File: src/rtl/serial_bcd_alu_n.sv
// Serial BCD adder/subtractor for two DIGITS-digit operands with a sign/magnitude result.
// Latency: DIGITS+1 cycles from the close edge to the first valid bit, or 2*DIGITS+1 when A-B is negative.
// Backpressure: none; en/in are ignored while busy, and a frame is only accepted from IDLE.
//
// Ports:
//   clk    - single clock, all state on the rising edge
//   rst    - asynchronous active-low reset
//   en     - frame enable; in is sampled on each edge where en=1
//   in     - serial frame: op bit, then A digits, then B digits (MSB first)
//   result - serial result, MSB first: sign/carry nibble then DIGITS digits
//   valid  - high for the 4*(DIGITS+1) cycles that result carries data
//   busy   - high while calculating, negating or shifting out
//   err    - one-cycle pulse when a frame is rejected (bad length or bad digit)
module serial_bcd_alu_n #(
  parameter int DIGITS = 4
) (
  input  logic clk,
  input  logic rst,
  input  logic en,
  input  logic in,
  output logic result,
  output logic valid,
  output logic busy,
  output logic err
);

  localparam int F  = 1 + 8 * DIGITS;   // frame length in bits
  localparam int R  = 4 * (DIGITS + 1); // result length in bits
  localparam int NW = 4 * DIGITS;       // operand width
  localparam int CW = $clog2(F + 2);    // counter covers 0..F+1

  typedef enum logic [2:0] {IDLE, LOAD, CALC, NEG, SHIFT} state_t;

  state_t          state, state_nxt;
  logic [CW-1:0]   cnt;
  logic [F-1:0]    frame;
  logic [NW-1:0]   a_reg, b_reg, res;
  logic            op, carry;
  logic [R-1:0]    out_sr;
  logic            err_q;

  logic [NW-1:0]   frame_a, frame_b;
  logic            frame_ok;
  logic [3:0]      dig_x, dig_y, sum_dig;
  logic [4:0]      dig_sum, dig_adj;
  logic            sum_cy;
  logic [NW-1:0]   res_nxt;
  logic            last_digit;

  assign frame_a    = frame[2*NW-1:NW];
  assign frame_b    = frame[NW-1:0];
  assign last_digit = (cnt == CW'(DIGITS - 1));

  // A frame is good only with exactly F bits and every nibble a decimal digit.
  always_comb begin
    frame_ok = (cnt == CW'(F));
    for (int i = 0; i < DIGITS; i++) begin
      if (frame_a[4*i +: 4] > 4'd9 || frame_b[4*i +: 4] > 4'd9) frame_ok = 1'b0;
    end
  end

  // One shared decimal digit adder. CALC adds A_i to B_i (or to 9-B_i for subtract);
  // NEG adds 9-d_i to the ripple carry to ten's-complement the stored result.
  always_comb begin
    dig_x = a_reg[3:0];
    dig_y = op ? (4'd9 - b_reg[3:0]) : b_reg[3:0];
    if (state == NEG) begin
      dig_x = 4'd9 - res[3:0];
      dig_y = 4'd0;
    end
    dig_sum = 5'(dig_x) + 5'(dig_y) + 5'(carry);
    dig_adj = dig_sum - 5'd10;
    if (dig_sum > 5'd9) begin
      sum_dig = dig_adj[3:0];
      sum_cy  = 1'b1;
    end else begin
      sum_dig = dig_sum[3:0];
      sum_cy  = 1'b0;
    end
  end

  // res rotates one digit per cycle: the new digit enters at the top, so after
  // DIGITS cycles the least significant digit is back at the bottom.
  assign res_nxt = NW'({sum_dig, res} >> 4);

  always_ff @(posedge clk or negedge rst) begin
    if (!rst) state <= IDLE;
    else      state <= state_nxt;
  end

  always_comb begin
    state_nxt = state;
    busy      = 1'b0;
    valid     = 1'b0;
    case (state)
      IDLE: if (en) state_nxt = LOAD;
      LOAD: if (!en) state_nxt = frame_ok ? CALC : IDLE;
      CALC: begin
        busy = 1'b1;
        if (last_digit) state_nxt = (!op || sum_cy) ? SHIFT : NEG;
      end
      NEG: begin
        busy = 1'b1;
        if (last_digit) state_nxt = SHIFT;
      end
      SHIFT: begin
        busy  = 1'b1;
        valid = 1'b1;
        if (cnt == CW'(R - 1)) state_nxt = IDLE;
      end
      default: state_nxt = IDLE;
    endcase
  end

  assign result = valid & out_sr[R-1];
  assign err    = err_q;

  always_ff @(posedge clk or negedge rst) begin
    if (!rst) begin
      cnt    <= '0;
      frame  <= '0;
      a_reg  <= '0;
      b_reg  <= '0;
      res    <= '0;
      op     <= 1'b0;
      carry  <= 1'b0;
      out_sr <= '0;
      err_q  <= 1'b0;
    end else begin
      err_q <= 1'b0;
      case (state)
        IDLE: begin
          if (en) begin
            frame <= {frame[F-2:0], in};
            cnt   <= CW'(1);
          end
        end
        LOAD: begin
          if (en) begin
            // Overrun bits are counted (saturating at F+1) but not stored.
            if (cnt < CW'(F))     frame <= {frame[F-2:0], in};
            if (cnt < CW'(F + 1)) cnt   <= cnt + CW'(1);
          end else begin
            cnt <= '0;
            if (frame_ok) begin
              a_reg <= frame_a;
              b_reg <= frame_b;
              op    <= frame[F-1];
              carry <= frame[F-1]; // subtract starts with carry-in 1
            end else begin
              err_q <= 1'b1;
            end
          end
        end
        CALC: begin
          a_reg <= a_reg >> 4;
          b_reg <= b_reg >> 4;
          res   <= res_nxt;
          carry <= sum_cy;
          cnt   <= cnt + CW'(1);
          if (last_digit) begin
            cnt <= '0;
            // Add: top nibble is the carry. Subtract with carry out: +|A-B|.
            // Subtract without carry out: negate next, seeding its +1.
            if (!op || sum_cy) out_sr <= {3'b000, ~op & sum_cy, res_nxt};
            else               carry  <= 1'b1;
          end
        end
        NEG: begin
          res   <= res_nxt;
          carry <= sum_cy;
          cnt   <= cnt + CW'(1);
          if (last_digit) begin
            cnt    <= '0;
            out_sr <= {4'b0001, res_nxt};
          end
        end
        SHIFT: begin
          out_sr <= out_sr << 1;
          cnt    <= cnt + CW'(1);
          if (cnt == CW'(R - 1)) cnt <= '0;
        end
        default: cnt <= '0;
      endcase
    end
  end

endmodule

File: config.mk
export PLATFORM = sky130hd
export DESIGN_NAME = serial_bcd_alu_n
export DESIGN_NICKNAME = d
export VERILOG_FILES = /design/src/rtl/serial_bcd_alu_n.sv
export SDC_FILE = /design/constraint.sdc
export NUM_CORES = 1
export LEC_CHECK = 0
export CAP_MARGIN = 25
export CORE_ASPECT_RATIO = 0.75
export CORE_MARGIN = 2
export CORE_UTILIZATION = 60
export DETAILED_ROUTE_END_ITERATION = 7
export HOLD_SLACK_MARGIN = 0.08
export PLACE_DENSITY = 0.78
export SYNTH_ARGS = -nofsm -noshare
export SYNTH_HDL_FRONTEND = slang
export SYNTH_SLANG_ARGS = --single-unit
File: constraint.sdc
create_clock -name clk -period 4.7 [get_ports clk]
set_input_delay 0.94 -clock clk [delete_from_list [all_inputs] [get_ports clk]]
set_output_delay 0.94 -clock clk [all_outputs]
set_load 0.05 [all_outputs]
* After elaboration in Yosys (flattened, before gate mapping)
Cells that the tools add are included.
Storage, ports and cells: register bits after elaboration 113, input bits 4, output and inout bits 4, logic and storage cells 115
Operators by class: add/subtract/negate cells 6, order comparisons 11, equality and inequality tests 17, muxes and demuxes 47, bitwise operators 4, reduce and logical (&&, ||, !) cells 20
Operator list (number):
- 2-to-1 mux 33 bit | 3
- case mux 33 bit (2 select lines) | 1
- 2-to-1 mux 16 bit | 4
- case mux 16 bit (2 select lines) | 2
- 2-to-1 mux 20 bit | 3
- case mux 20 bit (3 select lines) | 1
- greater-than comparator 4 bit (second input constant) | 8
- 2-to-1 mux 6 bit | 5
- case mux 6 bit (4 select lines) | 1
- 2-to-1 mux 3 bit | 6
- inequality test 2 bit (second input constant) | 9
- 2-to-1 mux 4 bit | 4
- case mux 3 bit (5 select lines) | 1
- 2-to-1 mux 1 bit | 14
- less-than comparator 6 bit (second input constant) | 2
- AND reduction 3 bit | 3
- AND reduction 4 bit | 2
- subtractor 4 bit (first input constant) | 2
- adder 6 x 1 -> 6 bit (second input constant) | 1
- equality test 3 x 2 -> 1 bit (second input constant) | 2
- equality test 6 x 2 -> 1 bit (second input constant) | 1
- equality test 6 x 5 -> 1 bit (second input constant) | 1
- equality test 6 bit (second input constant) | 1
- nonzero test 3 bit | 2
- 19 further kinds | 26

* Logic depth before layout (Yosys ltp)
word-level depth 11, gate-level depth with buffers 17, gate-level depth less buffers 13

* Least setup slack after synthesis
OpenSTA, ideal clock, no wires.
path kind register to register, start point register state[2], end point register out_sr[13], data arrival time 3.590 ns, setup slack 0.985 ns, stages on the path, launching flop included 15, path through dfrtp_1 clkbuf_1 nor2b_1 buf_2 clkbuf_1 a21oi_1 fa_1 fa_1 xnor2_1 ha_1 nand2_1 a22o_1 or4b_1 and3_1 mux2_2
Between the ends: word-level cells in the longest chain between the ends 9, elaborated cells on any way between the ends 21, those cells by class add/sub: 3; order compare: 1; eq/ne: 6; mux: 8; reduce/logical: 3
RTL lines:
- from (decl) | RTL line 34 | state_t state, state_nxt;
- from (signal assigned) | RTL line 88 | else state <= state_nxt;
- equality test 3 x 2 -> 1 bit | RTL line 67, 131
- 2-to-1 mux 4 bit | RTL line 67 | if (state == NEG) begin
- adder 4 x 4 -> 5 bit | RTL line 71 | dig_sum = 5'(dig_x) + 5'(dig_y) + 5'(carry);
- adder 5 x 1 -> 5 bit | RTL line 71
- subtractor 4 bit or greater-than comparator 5 x 4 -> 1 bit (tied branches) | RTL line 72, 73
- 2-to-1 mux 4 bit or 2-to-1 mux 1 bit (tied branches) | RTL line 73 | if (dig_sum > 5'd9) begin
- 2-to-1 mux 20 bit or logical OR 1 bit (tied branches) | RTL line 165 | if (!op || sum_cy) out_sr <= {3'b000, ~op & sum_cy, res_nxt};
- 2-to-1 mux 20 bit or inequality test 2 bit (tied branches)
- case mux 20 bit (3 select lines) or AND reduction 4 bit (tied branches)
- to (signal assigned) | RTL line 165
- to (signal assigned) | RTL line 175 | out_sr <= {4'b0001, res_nxt};
- to (signal assigned) | RTL line 179 | out_sr <= out_sr << 1;
- to (decl) | RTL line 39 | logic [R-1:0] out_sr;
Parallel ways exist; a longest one is shown, timed or not. The select of a mux whose other input is x is not followed. A chain may end at the register's enable or synchronous reset.

* Worst setup path after layout
start point register state[1], end point register out_sr[19]
Between the ends: word-level cells in the longest chain between the ends 9, elaborated cells on any way between the ends 16, those cells by class add/sub: 2; order compare: 1; eq/ne: 6; mux: 4; reduce/logical: 3
RTL lines (RTL line):
- equality test 3 x 2 -> 1 bit | 67, 131
- 2-to-1 mux 4 bit | 67
- adder 4 x 4 -> 5 bit | 71
- adder 5 x 1 -> 5 bit | 71
- greater-than comparator 5 x 4 -> 1 bit | 73
- 2-to-1 mux 1 bit | 73
- logical OR 1 bit | 165
- inequality test 2 bit (no line)
- AND reduction 4 bit (no line)
Parallel ways exist; a longest one is shown, timed or not.

==> results.cfg <==
[routing]
firstDrtPassIters = 5
finalWirelength_um = 11130
drc = 0
final_antenna_net_count = 0
wl_per_cell_um = 17.46
dr_total_vias = 3886
via_per_inst = 6.100
drt_iter0_drc = 476

[place]
port_buffers = 7
hpwl_um = 7267
placed_area_um2 = 5634
place.gp.congestion = 0.9276
dp.cells = 604
detailedPlace.worstSlack_ps = 681.9

[pwr]
vdd_ir_drop_max_uv = 491.1
combPwrFrac_pct = 14.7
power_density_nw_per_um2 = 466.0
pwr-share-seq_pct = 40.3
internal-power_mw = 2.148
total_power_mw = 2.914
netSwitchingFraction_pct = 26.31
power_frac_clock_pct = 45.0
p_switching_mw = 0.7668
p_leak_nw = 2.870

[worst_setup_path]
end_kind = flip-flop
crit_cells = 13
crit_arrival_ps = 4400
cp_data_required_time_ps = 5000
slowest_stage = dfrtp_1
reg2reg_depth = 13
r2r_slack_ps = 600
crit_path_frequent_cell = nand2_1
start_kind = flip-flop
worstPathMaxFanout = 17
critPathTopFamily = adder cells
critical_path.max_stage_delay_ps = 500
critical_path_buf_inv_count = 0
path_class = flip-flop to flip-flop
crit_chain = nor2b_1 -> nand2_1 -> nand2_1 -> o21ai_0 -> fa_1 -> fa_1 -> xnor2_1 -> ha_1 -> nand2_1 -> a22o_1 -> a31o_4 -> or2_1 -> a22o_1

[timing]
final-setup-viol-count = 0
tns_ps = 0
fin_crit_sh_pct = 87.27
worst_pin_slew_ps = 570.2
finalMaxSlewViolations = 0
fin_hold_ws_ps = 502.0
hold_viol_final = 0
rsz0062_at_grt = no
fmax_mhz = 243.8
min_period_ps = 4102
fin_ws_ps = 598.5
slew_headroom_pct = 61.00
clock_skew_ps = 6.578

[clocking]
ctsHoldBuffers = 0
path_clk_slew_ps = 50
tritoncts = built
cts_resized = 0
cts-root-buf = clkbuf_16
post_cts_buffers = 0
htreeDepth = 4
cts_sinks = 113
clock_path_buffers = 2
worst_skew_pair.late_latency_ps = 410
cts_buffers = 17

[cells_and_area]
largest_reg_flops = 33
final_common_cell = dfrtp_1
final_net_count = 528
final_area_um2 = 6255
area_delta_synth_final_pct = 13.56
stdcell_count = 637
num_antenna_cells = 0
layout_common_cells = dfrtp_1, nand2_1, o21ai_0
largest_registers = frame x33, out_sr x20
regMostFlops = frame
final_util_pct = 69.72
drive_above_1_share_pct = 21.14
nFillCells = 623

[yosys]
syn_area_um2 = 5508
async_flop_share_pct = 100.0
yosysTopAreaCell = dfrtp_1
syn_nets = 523
synth_edf_count = 0
synth_area_leaders = dfrtp_1, mux2_2, o221a_2, nand2_1, o21ai_0
synth_ff_type = dfrtp_1
ys_ff_latch = 113
syn_avg_cell_area_um2 = 10.86
seq_area_frac_synth_pct = 51.34
synth_cell_types = 60
synthCells = 507
synth_top_area_share_pct = 51.34
yosysWarnings = 0

[die]
io_pins = 8
coreArea_um2 = 8971
die_width_um = 114.6
die_area_um2 = 9970
fp-row-count = 30
die_y_um = 86.98
start_util_pct = 61.39

[global_route]
grt_pass1_vias = 3789
antenna_found_initial = 0
grt-ovfl-total = 0
grt_pass1_wl_um = 19270
grt_max_degree = 50
grtUsageTotal_pct = 25.32

[run]
max_cap_violations = 0

[hold_path]
holdPathStages = 1
min_path_type = flip-flop to flip-flop

[outcome]
status = completed
==> power groups by stage <==
stage	Clock (mW)	Combinational (mW)	Sequential, mW
detailed placement	0	0.420	1.19
global placement	0	0.402	1.18
CTS	1.32	0.425	1.17
floorplan	0	0.327	1.15
global route	1.38	0.474	1.19
finish	1.31	0.429	1.17
==> logic make-up after synthesis <==
logic type	count (synthesis)	synth area share [%]
and+or+nand+nor	152	13.72
AOI/OAI and AO/OA	129	16.72
DFF	113	51.34
muxes	51	10.11
buffers and inverters	42	3.839
adders and majority gates	12	2.999
xor gates and xnor gates	8	1.272
==> cell usage after synthesis, types with 4 or more instances <==
cell / count
a21oi_1: 13
a22o_1: 4
a31oi_1: 7
and3_1: 4
buf_2: 6
buf_6: 6
clkbuf_1: 17
dfrtp_1: 113
ha_1: 10
inv_1: 10
mux2_2: 37
mux2i_1: 14
nand2_1: 71
nand2b_1: 29
nand3_1: 7
nor2_1: 17
nor3_1: 4
o21ai_0: 48
o21ai_1: 10
o221a_2: 24
or3_1: 4
xnor2_1: 4
xor2_1: 4
==> metal layers <==
metal / up-vias / global-route usage [%] / part of all wire (%)
li1: 1837 / - / -
met1: 1946 / 37.43 / 48
met2: 91 / 36.04 / 47
met4: 0 / 9.202 / 1.1
met3: 12 / 6.889 / 4.4
met5: - / 0 / 0
==> worst paths after layout <==
check / from / end
setup / recovery: state[1] / out_sr[19]
hold / removal: out_sr[18] / out_sr[18]
setup reg to reg: state[1] / out_sr[19]
max in group asynchronous: rst / frame[9]
min in group asynchronous: rst / cnt[1]
hold reg to reg: out_sr[18] / out_sr[18]
==> layout make-up <==
type	instances	area [um^2]	share of cell area, %
flip-flops and latches	113	2828	45.21
well taps	112	140.1	2.240
clock buffers	22	474.2	7.582
inverters	11	42.54	0.6801
clock inverters	10	131.4	2.100
repair buffers	17	170.2	2.721
multi-input cells	352	2469	39.47
(Power assumes the default switching activity.)
